[src/rtl/pc_fetch_unit.sv]
// pc_fetch_unit: PC register + instruction fetch FSM (RST_WAIT/FETCH/EXEC).
// Ports: CLK, Resetl, BusImm, Branch, Uncondbranch, Zero, Commit,
//   imem_ready, imem_rdata -> imem_req, imem_addr, PC, Instr, InstrValid
//   (+ FetchErr and ERR state when IMEM_TIMEOUT_EN is defined).
module pc_fetch_unit #(
  parameter logic [63:0] RESET_PC    = 64'h0,
  parameter logic [7:0]  TIMEOUT_MAX = 8'd255
) (
  input  logic        CLK,
  input  logic        Resetl,
  input  logic [63:0] BusImm,
  input  logic        Branch,
  input  logic        Uncondbranch,
  input  logic        Zero,
  input  logic        Commit,
  input  logic        imem_ready,
  input  logic [31:0] imem_rdata,
  output logic        imem_req,
  output logic [63:0] imem_addr,
  output logic [63:0] PC,
  output logic [31:0] Instr,
`ifdef IMEM_TIMEOUT_EN
  output logic        InstrValid,
  output logic        FetchErr
`else
  output logic        InstrValid
`endif
);

`ifdef IMEM_TIMEOUT_EN
  typedef enum logic [1:0] {
    RST_WAIT,
    FETCH,
    EXEC,
    ERR
  } state_t;
`else
  typedef enum logic [1:0] {
    RST_WAIT,
    FETCH,
    EXEC
  } state_t;
`endif

  state_t      r_state;
  logic [63:0] r_pc;
  logic [31:0] r_instr;
  logic        r_req;
  logic        r_valid;

  logic        w_taken;
  logic [63:0] w_step;
  logic [63:0] w_next_pc;

  assign w_taken   = Uncondbranch | (Branch & Zero);
  assign w_step    = w_taken ? BusImm : 64'd4;
  assign w_next_pc = r_pc + w_step;

`ifdef IMEM_TIMEOUT_EN
  logic [7:0] r_cnt;
  logic       r_err;
  logic [7:0] w_cnt_inc;

  assign w_cnt_inc = r_cnt + 8'd1;
  assign FetchErr  = r_err;
`else
  logic [7:0] w_unused_tmo;

  assign w_unused_tmo = TIMEOUT_MAX;
`endif

  always_ff @(posedge CLK or negedge Resetl) begin
    if (!Resetl) begin
      r_state <= RST_WAIT;
      r_pc    <= RESET_PC;
      r_instr <= 32'h0;
      r_req   <= 1'b0;
      r_valid <= 1'b0;
`ifdef IMEM_TIMEOUT_EN
      r_cnt   <= 8'd0;
      r_err   <= 1'b0;
`endif
    end else begin
      case (r_state)
        RST_WAIT: begin
          r_state <= FETCH;
          r_req   <= 1'b1;
`ifdef IMEM_TIMEOUT_EN
          r_cnt   <= 8'd0;
`endif
        end
        FETCH: begin
          if (imem_ready) begin
            r_state <= EXEC;
            r_instr <= imem_rdata;
            r_req   <= 1'b0;
            r_valid <= 1'b1;
          end
`ifdef IMEM_TIMEOUT_EN
          else begin
            r_cnt <= w_cnt_inc;
            // the wait that brings the count to the limit is the last one
            if (w_cnt_inc == TIMEOUT_MAX) begin
              r_state <= ERR;
              r_req   <= 1'b0;
              r_err   <= 1'b1;
            end
          end
`endif
        end
        EXEC: begin
          if (Commit) begin
            r_state <= FETCH;
            r_pc    <= w_next_pc;
            r_req   <= 1'b1;
            r_valid <= 1'b0;
`ifdef IMEM_TIMEOUT_EN
            r_cnt   <= 8'd0;
`endif
          end
        end
`ifdef IMEM_TIMEOUT_EN
        ERR: begin
          r_state <= ERR;
          r_req   <= 1'b0;
          r_valid <= 1'b0;
          r_err   <= 1'b1;
        end
`endif
        default: begin
          r_state <= RST_WAIT;
          r_req   <= 1'b0;
          r_valid <= 1'b0;
        end
      endcase
    end
  end

  assign imem_req   = r_req;
  assign imem_addr  = r_pc;
  assign PC         = r_pc;
  assign Instr      = r_instr;
  assign InstrValid = r_valid;

endmodule

[config.mk]
export PLATFORM = sky130hd
export DESIGN_NAME = pc_fetch_unit
export DESIGN_NICKNAME = d
export VERILOG_FILES = /design/src/rtl/pc_fetch_unit.sv
export SDC_FILE = /design/constraint.sdc
export NUM_CORES = 1
export LEC_CHECK = 0
export ABC_AREA = 1
export CORE_MARGIN = 1
export CORE_UTILIZATION = 51
export DETAILED_ROUTE_END_ITERATION = 6
export PLACE_DENSITY = 0.87
export SLEW_MARGIN = 20
export SYNTH_ARGS = -nofsm -noshare
export SYNTH_HDL_FRONTEND = slang
export SYNTH_SLANG_ARGS = --single-unit
[constraint.sdc]
create_clock -name CLK -period 2.6 [get_ports CLK]
set_input_delay 0.78 -clock CLK [delete_from_list [all_inputs] [get_ports CLK]]
set_output_delay 0.78 -clock CLK [all_outputs]
set_load 0.05 [all_outputs]
==> results of run 1 <==
==> Yosys cell counts, drive strengths merged <==
cell type | instances | area, um^2
nand3 | 89 | 465
o31ai | 1 | 7.51
clkbuf | 14 | 52.6
nor3b | 1 | 7.51
o21ai | 32 | 160
or2 | 3 | 18.8
a21boi | 1 | 7.51
o21bai | 3 | 22.5
ha | 64 | 801
nor4 | 2 | 25.0
fa | 1 | 20.0
and2 | 1 | 6.26
dfrtp | 99 | 2480
xnor2 | 28 | 245
nor2 | 174 | 673
nand4 | 10 | 62.6
nor3 | 19 | 154
nand2 | 688 | 2620
xor2 | 1 | 8.76
nand3b | 8 | 60.1
buf | 72 | 523
mux2 | 32 | 360
inv | 378 | 1420
a21oi | 44 | 220
==> stage by stage <==
| stage | worst slack [ns] | hold WS, ns | TNS [ns] |
|---|---|---|---|
| 2_1_floorplan | -0.122 | 0.484 | -1.02 |
| 3_3_place_gp | -1.06 | 0.487 | -52.20 |
| 3_5_place_dp | -1.17 | 0.495 | -58.88 |
| 4_1_cts | -0.192 | 0.510 | -5.21 |
==> cells by family after synthesis <==
logic type	after synthesis
and+or+nand+nor	995
buffers and inverters	464
DFF	99
AOI/OAI and AO/OA	81
adders and majority gates	65
muxes	32
xor gates and xnor gates	29
==> repair_timing <==
item	4_1_cts
gates cloned	6
hold buffers	0
setup buffers	56
endpoints found under the setup margin	61
resized for setup	584
pin swaps	175
==> layer usage <==
metal  GRT overflow  global-route usage
met2            535                1.10
met3              4               0.738
met5              0               0.245
met1             14               0.845
met4            180               0.990
==> impl_summary.log, run 1 <==
[metrics] run status: stopped before the end
[metrics] failing step: global routing (5_1_grt)
[metrics] Stop Error: [ERROR GRT-0232] Routing congestion too high. Check the congestion heatmap in the GUI.
[metrics] routability congestion estimate: 0.970
[metrics] total half-perimeter wirelength after legalization and detailed placement: 31400 um
[metrics] Warnings, synthesis: 0
[metrics] port buffer count: 264
[metrics] worst-path endpoint after global-route repair_timing: PC[52]$_DFFE_PN0P_/D
[metrics] synthesized flop and latch total: 99
[metrics] clock buffer count from CTS: 9
[metrics] vertical extent of the die: 145 um
[metrics] total global-route track usage: 0.896
[metrics] I/O pins: 265
[metrics] mux cell area share after synthesis: 0.0346
[metrics] maximum root-to-sink buffer count: 2
[metrics] number of nets in the synthesized netlist: 1933
[metrics] post-synthesis adder-cell area fraction: 0.0788
[metrics] horizontal die dimension: 145 um
[metrics] type of the worst endpoint after the last repair: sequential cell input
[metrics] instance count after placement with tap cells included: 2391
[metrics] combinational family with the most area after synthesis: simple AND/OR/NAND/NOR gates
[metrics] pin count of the biggest net entering global routing: 100
[metrics] Post-Synthesis Cells: 1765
[metrics] total congestion overflow: 733
[metrics] level count of the clock H-tree: 3
[metrics] number of clock sinks: 99
[metrics] root buffer selected by CTS: sky130_fd_sc_hd__clkbuf_16
[metrics] post-synthesis instance area: 10400 um^2
[metrics] standard-cell rows: 51
[metrics] post-synthesis compound-gate area fraction: 0.0401
[metrics] Seq/Total Area, Yosys: 0.238
[metrics] fraction of the mapped netlist area in simple logic gates: 0.393
[metrics] effective utilization at floorplan: 0.528
[metrics] parity-gate share of the synthesized area counting xor and xnor cells: 0.0244
[metrics] count of different cell masters after synthesis: 31
[metrics] total cell area at the placement stage: 14300 um^2
[metrics] mean area per synthesized cell: 5.90 um^2
==> run 2, diff against run 1 <==
--- a/config.mk
+++ b/config.mk
@@ -7,9 +7,9 @@
 export LEC_CHECK = 0
 export ABC_AREA = 1
 export CORE_MARGIN = 1
-export CORE_UTILIZATION = 51
+export CORE_UTILIZATION = 40
 export DETAILED_ROUTE_END_ITERATION = 6
-export PLACE_DENSITY = 0.87
+export PLACE_DENSITY_LB_ADDON = 0.15
 export SLEW_MARGIN = 20
 export SYNTH_ARGS = -nofsm -noshare
 export SYNTH_HDL_FRONTEND = slang
==> impl_summary.log, run 2 <==
[metrics] class of the most critical hold timing path: in2async
[metrics] share of the synthesized area in the top cell type: 0.242 (unchanged)
[metrics] effective utilization at floorplan: 0.410 (-0.118)
[metrics] FFs w/ async S/R, synth: 1.00 (unchanged)
[metrics] most used flip-flop cell after synthesis: sky130_fd_sc_hd__dfrtp_1
[metrics] setup-violating endpoint count in the final report: 57
[metrics] period utilisation layout: 1.13
[metrics] share of cells above drive strength 1: 0.444
[metrics] worst slew pin tran: 0.603 ns
[metrics] standard-cell rows: 58 (+14%)
[metrics] clock tree from TritonCTS: yes
[metrics] root buffer selected by CTS: sky130_fd_sc_hd__clkbuf_16
[metrics] Antenna Nets Post-Route: 0
[metrics] total global-route track usage: 0.327
[metrics] switching share of power: 0.551
[metrics] reported max-cap violation count: 0
[metrics] Comb pwr share: 0.796
[metrics] Fmax achieved: 340 MHz
[metrics] run status: finished, violations left
[metrics] Setup crit start kind: input port
[metrics] number of nets at the end of the flow: 2432
[metrics] Layout area overhead: 87.4%
[metrics] port buffer count: 264 (unchanged)
[metrics] mean area per synthesized cell: 5.90 um^2 (unchanged)
[metrics] final wirelength: 49100 um
[metrics] data required time at the worst endpoint: 2.87 ns
[metrics] worst voltage drop across the vdd grid: 1240 uV
[metrics] largest incremental delay on the critical path: 0.36 ns
[metrics] Max-slew headroom: 0.597
[metrics] DRC marker count from the first detailed-route iteration: 1007
[metrics] total DRC errors in the routed layout: 0
[metrics] Leakage: 0.0103 uW
[metrics] vias per std cell: 5.11
[metrics] I/O pins: 265 (unchanged)
[metrics] smallest setup slack after layout: -0.339 ns
[metrics] WL/cell: 18.9 um
[metrics] CP max-delay cell: sky130_fd_sc_hd__fa_2
[metrics] most frequent cells in the layout: sky130_fd_sc_hd__nand2_1 (404), sky130_fd_sc_hd__inv_1 (308), sky130_fd_sc_hd__clkdlybuf4s50_1 (254), sky130_fd_sc_hd__buf_4 (199), sky130_fd_sc_hd__nand2_2 (183)
[metrics] Post-Synthesis Cells: 1765 (unchanged)
[metrics] register clock-pin slew on the reported worst setup and hold paths: 0.09 ns
[metrics] first-pass GRT wire length: 66200 um
[metrics] initial antenna violation count: 0
[metrics] sequential group share of total power: 0.138
[metrics] final design area excluding fillers: 19500 um^2
[metrics] biggest area consumer among synthesized cells: sky130_fd_sc_hd__nand2_1
[metrics] instance count after placement with tap cells included: 2484 (+3.9%)
[metrics] level count of the clock H-tree: 3 (unchanged)
[metrics] pin count of the biggest net entering global routing: 49
[metrics] maximum root-to-sink buffer count: 2 (unchanged)
[metrics] vias after detailed routing: 13300
[metrics] Critical Path AT: 3.21 ns
[metrics] total half-perimeter wirelength after legalization and detailed placement: 32300 um (+2.8%)
[metrics] count of different cell masters after synthesis: 31 (unchanged)
[metrics] category of the critical setup timing path: in2reg
[metrics] flip-flop count of the largest register, all copies and words added: 64
[metrics] min cycle time layout: 2.94 ns
[metrics] unrepaired setup endpoints after global routing: yes
[metrics] Final Skew: 0.0138 ns
[metrics] horizontal die dimension: 163 um (+13%)
[metrics] number of global-route vias before repair: 12500
[metrics] Seq/Total Area, Yosys: 0.238 (unchanged)
[metrics] total power density per cell area: 1170 nW/um^2
[metrics] post-synthesis instance area: 10400 um^2 (unchanged)
[metrics] area of the die: 26700 um^2
[metrics] number of nets in the synthesized netlist: 1933 (unchanged)
[metrics] Warnings, synthesis: 0 (unchanged)
[metrics] most used standard cells in the synthesized netlist: sky130_fd_sc_hd__nand2_1 (672), sky130_fd_sc_hd__inv_1 (378), sky130_fd_sc_hd__nor2_1 (166), sky130_fd_sc_hd__dfrtp_1 (99), sky130_fd_sc_hd__nand3_1 (85)
[metrics] number of standard cells in the final layout excluding fillers: 2599
[metrics] max-slew violations: 0
[metrics] cell-by-cell trace of the critical path: buf_6 -> nand2_4 -> inv_4 -> nor2_4 -> buf_12 -> buf_8 -> buf_16 -> nor2_4 -> ha_4 -> fa_2 -> buf_6 -> buf_8 -> nand2_4 -> nand3_4 -> nand3_4 -> nand3_4 -> nand2_4 -> nand3b_1 -> nand3_2 -> nand2_1
[metrics] portion of total power attributed to the clock network: 0.066
[metrics] share of the core filled with cells in the final layout: 0.769
[metrics] top post-synthesis cells by area: sky130_fd_sc_hd__nand2_1 (24%), sky130_fd_sc_hd__dfrtp_1 (24%), sky130_fd_sc_hd__inv_1 (14%), sky130_fd_sc_hd__ha_1 (7.7%), sky130_fd_sc_hd__nor2_1 (6.0%)
[metrics] synthesized flop and latch total: 99 (unchanged)
[metrics] number of clock sinks: 99 (unchanged)
[metrics] Internal Dissipation: 10300 uW
[metrics] total congestion overflow: 0
[metrics] count of endpoints failing hold in the final timing report: 0
[metrics] core footprint: 25400 um^2
[metrics] Critical Path End Type: register
[metrics] number of inserted filler cells in the final layout: 1830
[metrics] vertical extent of the die: 163 um (+13%)
[metrics] peak fanout along the critical path: 5
[metrics] first drt pass iteration count: 5
[metrics] NetSw: 12600 uW
[metrics] total cell area at the placement stage: 14600 um^2 (+1.8%)
[metrics] violated checks: negative setup slack
[metrics] EDFF count, synth: 0 (unchanged)
[metrics] routability congestion estimate: 0.961 (-0.96%)
[metrics] commonest non-fill, non-tap cell in the layout: sky130_fd_sc_hd__nand2_1
[metrics] Worst-Skew Late Latency: 0.38 ns
[metrics] Ant. Diodes: 0
[metrics] clock buffer count from CTS: 9 (unchanged)
[metrics] most frequent cell after synthesis: sky130_fd_sc_hd__nand2_1
run 2: cell counts after synthesis:
No cell type changed its count.
run 2: final cells by class:
type,instances,area [um^2],area share
well taps,330,413,0.0211
inverters,378,1440,0.0738
flip-flops and latches,99,2480,0.127
multi-input cells,1202,9260,0.474
repair buffers,574,5630,0.288
clock inverters,7,88.8,0.00455
clock buffers,9,225,0.0115
run 2: cell families after synthesis:
group	synth area share
flip-flops	0.238
XOR/XNOR	0.0244
multiplexers	0.0346
AND/OR/NAND/NOR	0.393
buffers and inverters	0.191
adder cells (fa/ha/maj)	0.0788
AO/OA/AOI/OAI	0.0401
run 2: per-layer routing:
layer / up-vias / wire [um] / share of wire / GRT usage
met2: 645 / 22700 / 0.46 / 0.529
li1: 6230 / - / - / -
met1: 6244 / 19900 / 0.41 / 0.434
met4: 0 / 2560 / 0.052 / 0.122
met5: - / 0 / 0 / 0
met3: 172 / 3930 / 0.080 / 0.0561
run 2: power groups by stage:
stage | Combinational, uW | Sequential, uW | Clock (uW)
5_1_grt | 19100 | 3260 | 1580
3_5_place_dp | 13700 | 3030 | 0
4_1_cts | 15800 | 3070 | 1520
3_3_place_gp | 13600 | 3000 | 0
6_report | 18300 | 3160 | 1510
2_1_floorplan | 6470 | 5310 | 0
run 2: final timing paths:
check / from / to / slack, ns / cells after the start
max: Zero / PC[38] / -0.34 / 20
min in group CLK: Instr[5] / Instr[5] / 0.51 / 1
max reg2reg: PC[0] / PC[38] / 0.35 / 12
min: Resetl / PC[10] / 0.36 / 1
min reg2reg: Instr[5] / Instr[5] / 0.51 / 1
max in group asynchronous: Resetl / Instr[5] / 1.54 / 2
run 2: worst max-delay path, delay by kind of cell:
family,cells,cell delay (ns)
adders and majority gates,2,0.51
and+or+nand+nor,11,1.07
buffers and inverters,7,0.81
run 2: per-stage QoR:
| stage | power (uW) | hold slack, ns | setup slack, ns | setup TNS, ns |
|---|---|---|---|---|
| floorplan | 11800 | 0.484 | -0.122 | -1.02 |
| global placement | 16600 | 0.486 | -1.27 | -60.87 |
| detailed placement | 16700 | 0.492 | -1.28 | -62.15 |
| CTS | 20400 | 0.365 | -0.276 | -9.47 |
| global route | 23900 | 0.395 | -0.423 | -17.00 |
| finish | 22900 | 0.364 | -0.339 | -12.14 |
run 2: repair_timing:
item | 4_1_cts | 5_1_grt
pin swaps | 155 | 215
resized for setup | 504 | 482
buffers inserted | 62 | 48
setup endpoints to repair | 61 | 68
hold buffers | 0 | 0
cloned | 7 | 1
Power figures use the tool's default switching activity.
